**src/rtl/ubus_arbiter_n_if.sv**
```systemverilog
// ubus_arbiter_n_if: bundles the UBUS arbitration and bus-phase signals.
// The "master" modport is the arbiter's view (it owns grants and phase
// strobes); the "slave" modport is the view of the requesting agents and
// slaves, which drive requests, burst, wait and error.
interface ubus_arbiter_n_if #(
    parameter int NUM_MASTERS = 2,
    parameter int ID_W        = 4
);
    logic [NUM_MASTERS-1:0] ubus_req;
    logic [NUM_MASTERS-1:0] ubus_gnt;
    logic [ID_W-1:0]        ubus_gnt_id;
    logic                   ubus_start;
    logic                   ubus_bip;
    logic                   ubus_wait;
    logic                   ubus_error;
    logic                   ubus_read;
    logic                   ubus_write;
    logic                   ubus_rw_oe;
    logic                   arb_timeout;

    modport master (
        input  ubus_req, ubus_bip, ubus_wait, ubus_error,
        output ubus_gnt, ubus_gnt_id, ubus_start,
        output ubus_read, ubus_write, ubus_rw_oe, arb_timeout
    );

    modport slave (
        output ubus_req, ubus_bip, ubus_wait, ubus_error,
        input  ubus_gnt, ubus_gnt_id, ubus_start,
        input  ubus_read, ubus_write, ubus_rw_oe, arb_timeout
    );
endinterface

```
**src/rtl/ubus_arbiter_n.sv**
```systemverilog
// ubus_arbiter_n: UBUS bus-phase controller and N-master arbiter.
// Walks RESET -> START -> ADDR -> DATA (or START -> NOOP) and issues a
// single-cycle one-hot grant aligned with ADDR. Arbitration is fixed
// priority (ARB_MODE=0, index 0 highest) or round-robin (ARB_MODE=1).
// Optional DATA-phase watchdog enabled by defining UBUS_ARB_WATCHDOG_EN;
// without it arb_timeout is tied low and DATA may last indefinitely.
module ubus_arbiter_n #(
    parameter int NUM_MASTERS = 2,
    parameter int ARB_MODE    = 0,
    parameter int ID_W        = 4,
    parameter int WDOG_CYCLES = 256
) (
    input  logic              ubus_clock,
    input  logic              ubus_reset,
    ubus_arbiter_n_if.master  bus
);

    // Reject illegal configurations at elaboration time.
    if (NUM_MASTERS < 1 || NUM_MASTERS > 16) begin : g_bad_num_masters
        $error("ubus_arbiter_n: NUM_MASTERS must be 1..16");
    end
    if (ARB_MODE != 0 && ARB_MODE != 1) begin : g_bad_arb_mode
        $error("ubus_arbiter_n: ARB_MODE must be 0 or 1");
    end
    if ((2 ** ID_W) < NUM_MASTERS) begin : g_bad_id_w
        $error("ubus_arbiter_n: ID_W too narrow for NUM_MASTERS");
    end
    if (WDOG_CYCLES < 2 || WDOG_CYCLES > 65535) begin : g_bad_wdog
        $error("ubus_arbiter_n: WDOG_CYCLES must be 2..65535");
    end

    localparam bit RR_MODE = (ARB_MODE == 1);

    typedef enum logic [2:0] {
        S_RESET,
        S_START,
        S_ADDR,
        S_DATA,
        S_NOOP
    } state_e;

    state_e                 state_q;
    logic [NUM_MASTERS-1:0] gnt_q;
    logic [ID_W-1:0]        gnt_id_q;
    logic [ID_W-1:0]        ptr_q;
    logic                   start_q;
    logic                   rw_oe_q;

    logic                   req_found_d;
    logic [ID_W-1:0]        winner_d;
    logic [NUM_MASTERS-1:0] winner_oh_d;
    logic [ID_W-1:0]        ptr_d;
    logic                   data_exit_d;

`ifdef UBUS_ARB_WATCHDOG_EN
    localparam logic [15:0] WDOG_LAST = 16'(WDOG_CYCLES - 1);
    logic [15:0] wdog_cnt_q;
    logic        timeout_q;
`endif

    // Index reached by stepping 'off' places from 'base', wrapping modulo
    // NUM_MASTERS; base is always below NUM_MASTERS, so one fold suffices.
    function automatic int wrap_idx(input int base, input int off);
        int sum;
        sum = base + off;
        return (sum >= NUM_MASTERS) ? sum - NUM_MASTERS : sum;
    endfunction

    // Winner search: first asserted request starting at index 0 (fixed)
    // or at the round-robin pointer (round-robin).
    always_comb begin
        int base;
        // NOTE: every variable gets a default before the loop so no path
        // leaves it unassigned, which would otherwise infer a latch.
        req_found_d = 1'b0;
        winner_d    = '0;
        winner_oh_d = '0;
        base        = RR_MODE ? int'(ptr_q) : 0;
        for (int i = 0; i < NUM_MASTERS; i++) begin
            if (!req_found_d && bus.ubus_req[wrap_idx(base, i)]) begin
                req_found_d                      = 1'b1;
                winner_d                         = ID_W'(wrap_idx(base, i));
                winner_oh_d[wrap_idx(base, i)]   = 1'b1;
            end
        end
    end

    // Next round-robin pointer and DATA-phase exit condition.
    always_comb begin
        ptr_d       = (winner_d == ID_W'(NUM_MASTERS - 1)) ? '0 : winner_d + 1'b1;
        data_exit_d = bus.ubus_error | (~bus.ubus_bip & ~bus.ubus_wait);
    end

    // Bus-phase FSM with registered grant, grant id and phase strobes.
    always_ff @(posedge ubus_clock) begin
        // NOTE: sequential state uses non-blocking assignments so every
        // flop samples the pre-edge values, independent of statement order.
        if (ubus_reset) begin
            state_q    <= S_RESET;
            gnt_q      <= '0;
            gnt_id_q   <= '0;
            ptr_q      <= '0;
            start_q    <= 1'b0;
            rw_oe_q    <= 1'b0;
`ifdef UBUS_ARB_WATCHDOG_EN
            wdog_cnt_q <= '0;
            timeout_q  <= 1'b0;
`endif
        end else begin
            start_q   <= 1'b0;
            rw_oe_q   <= 1'b0;
`ifdef UBUS_ARB_WATCHDOG_EN
            timeout_q <= 1'b0;
`endif
            unique case (state_q)
                S_RESET: begin
                    state_q <= S_START;
                    start_q <= 1'b1;
                end
                S_START: begin
                    if (req_found_d) begin
                        state_q  <= S_ADDR;
                        gnt_q    <= winner_oh_d;
                        gnt_id_q <= winner_d;
                        ptr_q    <= ptr_d;
                    end else begin
                        state_q  <= S_NOOP;
                        gnt_q    <= '0;
                        rw_oe_q  <= 1'b1;
                    end
                end
                S_ADDR: begin
                    state_q    <= S_DATA;
                    gnt_q      <= '0;
`ifdef UBUS_ARB_WATCHDOG_EN
                    wdog_cnt_q <= '0;
`endif
                end
                S_DATA: begin
                    if (data_exit_d) begin
                        state_q <= S_START;
                        start_q <= 1'b1;
                    end
`ifdef UBUS_ARB_WATCHDOG_EN
                    else if (wdog_cnt_q == WDOG_LAST) begin
                        state_q   <= S_START;
                        start_q   <= 1'b1;
                        timeout_q <= 1'b1;
                    end else begin
                        wdog_cnt_q <= wdog_cnt_q + 16'd1;
                    end
`endif
                end
                S_NOOP: begin
                    state_q <= S_START;
                    start_q <= 1'b1;
                end
                default: begin
                    state_q <= S_RESET;
                end
            endcase
        end
    end

    assign bus.ubus_gnt    = gnt_q;
    assign bus.ubus_gnt_id = gnt_id_q;
    assign bus.ubus_start  = start_q;
    assign bus.ubus_rw_oe  = rw_oe_q;
    assign bus.ubus_read   = 1'b0;
    assign bus.ubus_write  = 1'b0;
`ifdef UBUS_ARB_WATCHDOG_EN
    assign bus.arb_timeout = timeout_q;
`else
    assign bus.arb_timeout = 1'b0;
`endif

endmodule

```
**src/flat_wrapper.sv**
```systemverilog
// flat-port wrapper written by rule: the top's interface ports become plain ports
module ubus_arbiter_n_flat 
#(
    parameter int NUM_MASTERS = 2,
    parameter int ARB_MODE    = 0,
    parameter int ID_W        = 4,
    parameter int WDOG_CYCLES = 256
)
  (ubus_clock, ubus_reset, bus_ubus_req, bus_ubus_bip, bus_ubus_wait, bus_ubus_error, bus_ubus_gnt, bus_ubus_gnt_id, bus_ubus_start, bus_ubus_read, bus_ubus_write, bus_ubus_rw_oe, bus_arb_timeout);
  ubus_arbiter_n_if #(.NUM_MASTERS(NUM_MASTERS), .ID_W(ID_W)) bus_i ();
  input  logic ubus_clock;
  input  logic ubus_reset;
  input wire logic [$bits(bus_i.ubus_req)-1:0] bus_ubus_req;
  input wire logic [$bits(bus_i.ubus_bip)-1:0] bus_ubus_bip;
  input wire logic [$bits(bus_i.ubus_wait)-1:0] bus_ubus_wait;
  input wire logic [$bits(bus_i.ubus_error)-1:0] bus_ubus_error;
  output wire logic [$bits(bus_i.ubus_gnt)-1:0] bus_ubus_gnt;
  output wire logic [$bits(bus_i.ubus_gnt_id)-1:0] bus_ubus_gnt_id;
  output wire logic [$bits(bus_i.ubus_start)-1:0] bus_ubus_start;
  output wire logic [$bits(bus_i.ubus_read)-1:0] bus_ubus_read;
  output wire logic [$bits(bus_i.ubus_write)-1:0] bus_ubus_write;
  output wire logic [$bits(bus_i.ubus_rw_oe)-1:0] bus_ubus_rw_oe;
  output wire logic [$bits(bus_i.arb_timeout)-1:0] bus_arb_timeout;
  assign bus_i.ubus_req = bus_ubus_req;
  assign bus_i.ubus_bip = bus_ubus_bip;
  assign bus_i.ubus_wait = bus_ubus_wait;
  assign bus_i.ubus_error = bus_ubus_error;
  assign bus_ubus_gnt = bus_i.ubus_gnt;
  assign bus_ubus_gnt_id = bus_i.ubus_gnt_id;
  assign bus_ubus_start = bus_i.ubus_start;
  assign bus_ubus_read = bus_i.ubus_read;
  assign bus_ubus_write = bus_i.ubus_write;
  assign bus_ubus_rw_oe = bus_i.ubus_rw_oe;
  assign bus_arb_timeout = bus_i.arb_timeout;
  ubus_arbiter_n #(.NUM_MASTERS(NUM_MASTERS), .ARB_MODE(ARB_MODE), .ID_W(ID_W), .WDOG_CYCLES(WDOG_CYCLES)) u_core (.ubus_clock(ubus_clock), .ubus_reset(ubus_reset), .bus(bus_i));
endmodule
```
**config.mk**
```make
export PLATFORM = sky130hd
export DESIGN_NAME = ubus_arbiter_n_flat
export DESIGN_NICKNAME = d
export VERILOG_FILES = /design/src/rtl/ubus_arbiter_n_if.sv /design/src/rtl/ubus_arbiter_n.sv /design/src/flat_wrapper.sv
export SDC_FILE = /design/constraint.sdc
export NUM_CORES = 1
export LEC_CHECK = 0
export CORE_AREA = 3 3 40 42
export CTS_CLUSTER_DIAMETER = 30
export DETAILED_ROUTE_END_ITERATION = 8
export DIE_AREA = 0 0 43 45
export MAX_ROUTING_LAYER = met4
export PLACE_DENSITY = 0.72
export SETUP_SLACK_MARGIN = 0.3
export SKIP_CTS_REPAIR_TIMING = 1
export SLEW_MARGIN = 15
export SYNTH_ARGS = -nofsm -noshare
export SYNTH_HDL_FRONTEND = slang
export SYNTH_SLANG_ARGS = --single-unit
export TNS_END_PERCENT = 30
```
**constraint.sdc**
```tcl
create_clock -name ubus_clock -period 2.21 [get_ports ubus_clock]
set_input_delay 0.442 -clock ubus_clock [delete_from_list [all_inputs] [get_ports ubus_clock]]
set_output_delay 0.442 -clock ubus_clock [all_outputs]
set_load 0.02 [all_outputs]
```
==> flow_metrics.py, run 1 <==
metrics = {
    "place": {
        "placed_area_um2": 490,
        "gp_congestion": 0.703,
        "dp_hpwl_um": 505,
        "io_buffers": 11,
    },
    "cells_and_area": {
        "drive_above_1_share_pct": 9.43,
        "fin_nets": 62,
        "ff_latch_area_um2": 160,
        "multi_input_area_um2": 198,
        "area_growth_pct": 27.3,
        "num_antenna_cells": 0,
        "n_fill_cell": 131,
        "finalInstanceArea_um2": 513,
    },
    "setup_path": {
        "cp.required_ns": 1.77,
        "worstPathArrival_ns": 1.21,
        "cpPeakStageDelay_ns": 0.61,
        "cp-end-kind": "output pin",
        "r2r-start": "u_core.state_q[0]",
        "slowest_stage": "clkdlybuf4s50_1",
        "r2r_cells": 3,
        "rr_endpoint": "u_core.bus.ubus_gnt_id[0]",
        "critPathKind": "reg2out",
        "crit_chain": "clkdlybuf4s50_1",
        "cp_max_fo": 3,
        "start_kind": "register",
        "rrSetupSlack_ns": 1.02,
        "path_buf_inv": 1,
        "critPathTopFamily": "buffers and inverters",
    },
    "synth": {
        "ys_seq_elements": 8,
        "synth_area_per_cell_um2": 9.59,
        "ys_seq_area_share_pct": 39.8,
        "synth.distinct_cells": 25,
        "syn-instance-count": 42,
        "syn-cell-area_um2": 403,
        "yosysWarnings": 0,
    },
    "power": {
        "vdd_ir_drop_max_uv": 271,
        "finalPower_uw": 350,
        "powerDensity_nw_per_um2": 682,
        "power_leakage_nw": 0.201,
    },
    "global_routing": {
        "grt_start_max_net_pins": 11,
        "grt.total_usage_pct": 9.40,
        "grt_pass1_vias": 284,
        "antenna_found_initial": 0,
        "grt_pass1_wl_um": 1190,
        "grt-ovfl-total": 0,
    },
    "floorplanning": {
        "rows": 13,
        "die_width_um": 43,
        "design.die.area_um2": 1940,
        "ioPinCount": 18,
        "core_area_um2": 1280,
        "die-height_um": 45,
        "start_util_pct": 31.4,
    },
    "hold_path": {
        "min_delay_path_depth": 2,
        "min_to": "u_core.bus.ubus_gnt[1]",
        "hp-class": "reg2reg",
        "hp-start": "u_core.bus.ubus_gnt[1]",
    },
    "drt": {
        "drt-wirelength-per-cell_um": 10.7,
        "wl_um": 729,
        "drc": 0,
        "routed_via_density": 4.57,
        "first_pass_iters": 2,
        "drtAntennaViolNets": 0,
        "via_count": 311,
        "first_iter_violations": 4,
    },
    "sta": {
        "fmax_mhz": 606,
        "setup_violations": 0,
        "final-hold-violation-count": 0,
        "period_share_pct": 74.6,
        "drv_slew": 0,
        "skew_ns": 0.00118,
        "setup_tns_ns": 0,
        "rsz0062_at_grt": "no",
        "min_period_ns": 1.65,
    },
    "cts": {
        "htree_levels": 1,
        "cts_tree": "built",
        "numCtsBuffers": 3,
        "clk_pin_slew_worst_paths_ns": 0.05,
        "clock_path_buffers": 2,
        "clkSinkCount": 8,
        "worst_skew_pair.late_latency_ns": 0.25,
        "cts_root_buffer": "clkbuf_4",
    },
    "status": {
        "status": "finished clean",
    },
    "job": {
        "cap_violations": 0,
    },
}
final cells by class:
| type | instances | share of cell area [%] |
|---|---|---|
| clock buffer | 3 | 4.39 |
| timing repair buffer | 11 | 21.5 |
| inverter | 1 | 0.732 |
| tap | 15 | 3.66 |
| multi-input combinational | 30 | 38.5 |
| sequential | 8 | 31.2 |
where the power goes:
group | leakage (nW) | total [mW] | switching, mW | internal (mW)
sequential | 0.0657 | 0.166 | 0.0112 | 0.154
combinational | 0.122 | 0.0727 | 0.0361 | 0.0366
clock | 0.0138 | 0.112 | 0.0496 | 0.0621
total | 0.201 | 0.350 | 0.0970 | 0.253
state kept, by name (all words and copies together) (netlist names):
| register | count |
|---|---|
| u_core.bus.ubus_gnt | 2 |
| u_core.bus.ubus_start | 1 |
| u_core.bus.ubus_gnt_id | 1 |
| u_core.state_q | 3 |
| u_core.bus.ubus_rw_oe | 1 |
metrics by stage:
step / worst slack (ns) / utilization, % / cells / hold WS, ns
final: 0.561 / 39.9 / 68 / 0.473
after detailed placement: 0.592 / 38.2 / 65 / 0.467
after global routing: 0.512 / 39.9 / 68 / 0.500
after CTS: 0.546 / 39.9 / 68 / 0.476
after floorplan: 1.05 / - / 47 / 0.518
after global placement: 0.597 / 38.2 / 65 / 0.458
per-layer routing:
layer  global-route usage, %  part of all wire [%]
met5                       -                     0
met4                    3.61                  0.82
met3                    7.17                    11
met2                    15.0                    46
met1                    8.56                    42
synthesized netlist by cell type (all sizes together):
| cell type | n | area (um2) |
|---|---|---|
| buf | 8 | 60.1 |
| dfxtp | 8 | 160 |
| nor2 | 3 | 11.3 |
| a211oi | 2 | 15.0 |
| a21oi | 2 | 10.0 |
| nor3b | 2 | 26.3 |
| nor4b | 2 | 17.5 |
| o21ai | 2 | 10.0 |
| a2111oi | 1 | 15.0 |
| a21o | 1 | 7.51 |
| a221oi | 1 | 8.76 |
| a31oi | 1 | 6.26 |
| and2 | 1 | 6.26 |
| and2b | 1 | 7.51 |
| and3 | 1 | 6.26 |
| conb | 1 | 3.75 |
| inv | 1 | 3.75 |
| nand2 | 1 | 3.75 |
| nor2b | 1 | 6.26 |
| nor4bb | 1 | 10.0 |
| o21bai | 1 | 7.51 |
kinds of logic after synthesis:
| logic type | synth area share (%) |
|---|---|
| compound gates | 19.9 |
| other cells | 0.931 |
| flops | 39.8 |
| simple gates | 23.6 |
| buf+inv | 15.8 |
worst max-delay path by stage:
| stage | to | startpoint | slack (ns) | depth (start not counted) |
|---|---|---|---|---|
| after floorplan | u_core.state_q[1] | bus_ubus_error | 1.05 | 3 |
| after global placement | u_core.state_q[1] | bus_ubus_error | 0.60 | 4 |
| after detailed placement | u_core.state_q[1] | bus_ubus_error | 0.59 | 4 |
| after CTS | bus_ubus_gnt[0] | u_core.bus.ubus_gnt[0] | 0.55 | 1 |
| after global routing | bus_ubus_gnt[0] | u_core.bus.ubus_gnt[0] | 0.51 | 1 |
| final | bus_ubus_gnt[0] | u_core.bus.ubus_gnt[0] | 0.56 | 1 |
placed cells by master, fill, tap and decap left out:
cell type and count:
clkdlybuf4s50_1 11, dfxtp_1 8, conb_1 6, nor2_1 3
clkbuf_4 3, a211oi_1 2, a21oi_1 2, nor4b_1 2
o21bai_1 1, nor2b_1 1, a31oi_1 1, inv_1 1
and2_1 1, nor3b_4 1, a21o_1 1, nor3b_1 1
a221oi_1 1, o21ai_0 1, and3_1 1, a2111oi_2 1
and2b_1 1, nor4bb_1 1, o21ai_1 1, nand2_1 1
Note: power is estimated with default switching activity, not from simulation.
==> run 2, diff against run 1 <==
==> constraint.sdc (replaced) <==
create_clock -name ubus_clock -period 1.65 [get_ports ubus_clock]
set_input_delay 0.33 -clock ubus_clock [delete_from_list [all_inputs] [get_ports ubus_clock]]
set_output_delay 0.33 -clock ubus_clock [all_outputs]
set_load 0.02 [all_outputs]
==> run 2 against run 1 <==
Highest routed layer is now met3. Critical path depth is the same. Non-clock buffer count grew 1. Largest cell class unchanged. Sequential share of layout area shrank 0.60 points. Largest power group unchanged.
==> flow_metrics.py, run 2 (synthesis results as in run 1) <==
metrics = {
    "cts": {
        "cts_root_buffer": "clkbuf_4",
        "clk_pin_slew_worst_paths_ns": 0.05,
        "worst_skew_pair.late_latency_ns": 0.25,
        "numCtsBuffers": 3,
        "htree_levels": 1,
        "cts_tree": "built",
        "clkSinkCount": 8,
        "clock_path_buffers": 2,
    },
    "global_routing": {
        "grt-ovfl-total": 0,
        "antenna_found_initial": 0,
        "grt.total_usage_pct": 8.26,
        "grt_pass1_wl_um": 1140,
        "grt_pass1_vias": 266,
        "grt_start_max_net_pins": 11,
    },
    "sta": {
        "worst_slack_ns": 0.124,
        "drv_slew": 0,
        "final-hold-violation-count": 0,
        "fmax_mhz": 655,
        "setup_tns_ns": 0,
        "skew_ns": 0.00350,
        "rsz0062_at_grt": "yes",
        "period_share_pct": 92.5,
        "min_period_ns": 1.53,
        "setup_violations": 0,
    },
    "cells_and_area": {
        "area_growth_pct": 29.8,
        "drive_above_1_share_pct": 11.1,
        "largest_reg_flops": 3,
        "finalInstanceArea_um2": 523,
        "num_antenna_cells": 0,
        "stdcell_count": 69,
        "layout_commonest_cell": "clkdlybuf4s50_1",
        "fin_nets": 63,
        "final_util_pct": 40.7,
        "top_register": "u_core.state_q",
        "mostFrequentLayoutCells": "clkdlybuf4s50_1 (10), dfxtp_1 (8), conb_1 (6), nor2_1 (3), clkbuf_4 (3)",
    },
    "place": {
        "dp_hpwl_um": 530,
        "gp_congestion": 0.684,
        "dp.cells": 66,
        "pre_cts_ws_ns": 0.150,
        "io_buffers": 11,
        "placed_area_um2": 498,
    },
    "setup_path": {
        "cpPeakStageDelay_ns": 0.61,
        "path_buf_inv": 1,
        "cp.required_ns": 1.32,
        "critPathTopFamily": "buffers and inverters",
        "crit_chain": "clkdlybuf4s50_1",
        "slowest_stage": "clkdlybuf4s50_1",
        "critPathKind": "reg2out",
        "cp-end-kind": "output pin",
        "cp_max_fo": 3,
        "worstPathArrival_ns": 1.20,
        "start_kind": "register",
    },
    "drt": {
        "drtAntennaViolNets": 0,
        "routed_via_density": 4.42,
        "first_pass_iters": 4,
        "via_count": 305,
        "wl_um": 702,
        "first_iter_violations": 6,
        "drt-wirelength-per-cell_um": 10.2,
        "drc": 0,
    },
    "power": {
        "p_int_uw": 340,
        "vdd_ir_drop_max_uv": 402,
        "powerDensity_nw_per_um2": 898,
        "power_frac_seq_pct": 47.2,
        "p_sw_uw": 130,
        "combPwrFrac_pct": 20.8,
        "power_leakage_nw": 0.223,
        "p_clk_share_pct": 32.0,
        "p_sw_share_pct": 27.6,
    },
    "status": {
        "status": "finished clean",
    },
    "floorplanning": {
        "start_util_pct": 31.4,
        "die_width_um": 43,
        "design.die.area_um2": 1940,
        "die-height_um": 45,
        "core_area_um2": 1280,
        "rows": 13,
        "ioPinCount": 18,
    },
    "job": {
        "cap_violations": 0,
    },
    "hold_path": {
        "hp-class": "reg2reg",
    },
}
## run 2: stage by stage
stage | total power, mW | hold WS (ns)
after floorplan | 0.300 | 0.406
after global placement | 0.325 | 0.461
after detailed placement | 0.325 | 0.471
after CTS | 0.478 | 0.480
after global routing | 0.499 | 0.513
final | 0.470 | 0.470
## run 2: power groups by stage
| stage | logic [mW] | clock network [mW] | registers [mW] |
|---|---|---|---|
| 2_1_floorplan | 0.0695 | 0 | 0.230 |
| 3_3_place_gp | 0.0980 | 0 | 0.227 |
| 3_5_place_dp | 0.0981 | 0 | 0.226 |
| 4_1_cts | 0.0986 | 0.157 | 0.222 |
| 5_1_grt | 0.104 | 0.170 | 0.225 |
| 6_report | 0.0977 | 0.150 | 0.222 |
## run 2: tightest hold or removal path, delay by kind of cell (launching register included)
kind / cells / cell delay [ns]
DFF: 1 / 0.31
AOI/OAI and AO/OA: 1 / 0.05
and+or+nand+nor: 1 / 0.05
## run 2: path summary, 6_finish.rpt
kind,start,end,slack (ns),cells after the start
setup reg to reg,u_core.state_q[0],u_core.bus.ubus_gnt_id[0],0.50,3
setup / recovery,u_core.bus.ubus_gnt[1],bus_ubus_gnt[1],0.12,1
hold / removal,u_core.bus.ubus_gnt[1],u_core.bus.ubus_gnt[1],0.47,2
hold reg to reg,u_core.bus.ubus_gnt[1],u_core.bus.ubus_gnt[1],0.47,2
## run 2: cell type report
cell class	count	area, um2
flip-flops and latches	8	160
well taps	15	18.8
fillers	125	762
inverters	1	3.75
multi-input cells	30	198
repair buffers	12	120
clock buffers	3	22.5
## run 2: routing by layer
metal / track usage (%) / vias to the layer above / wire [um]
met5: - / - / 0
met4: 1.81 / 0 / 0
met3: 5.98 / 0 / 72
met2: 11.1 / 12 / 310
met1: 9.98 / 131 / 318
li1: - / 162 / -
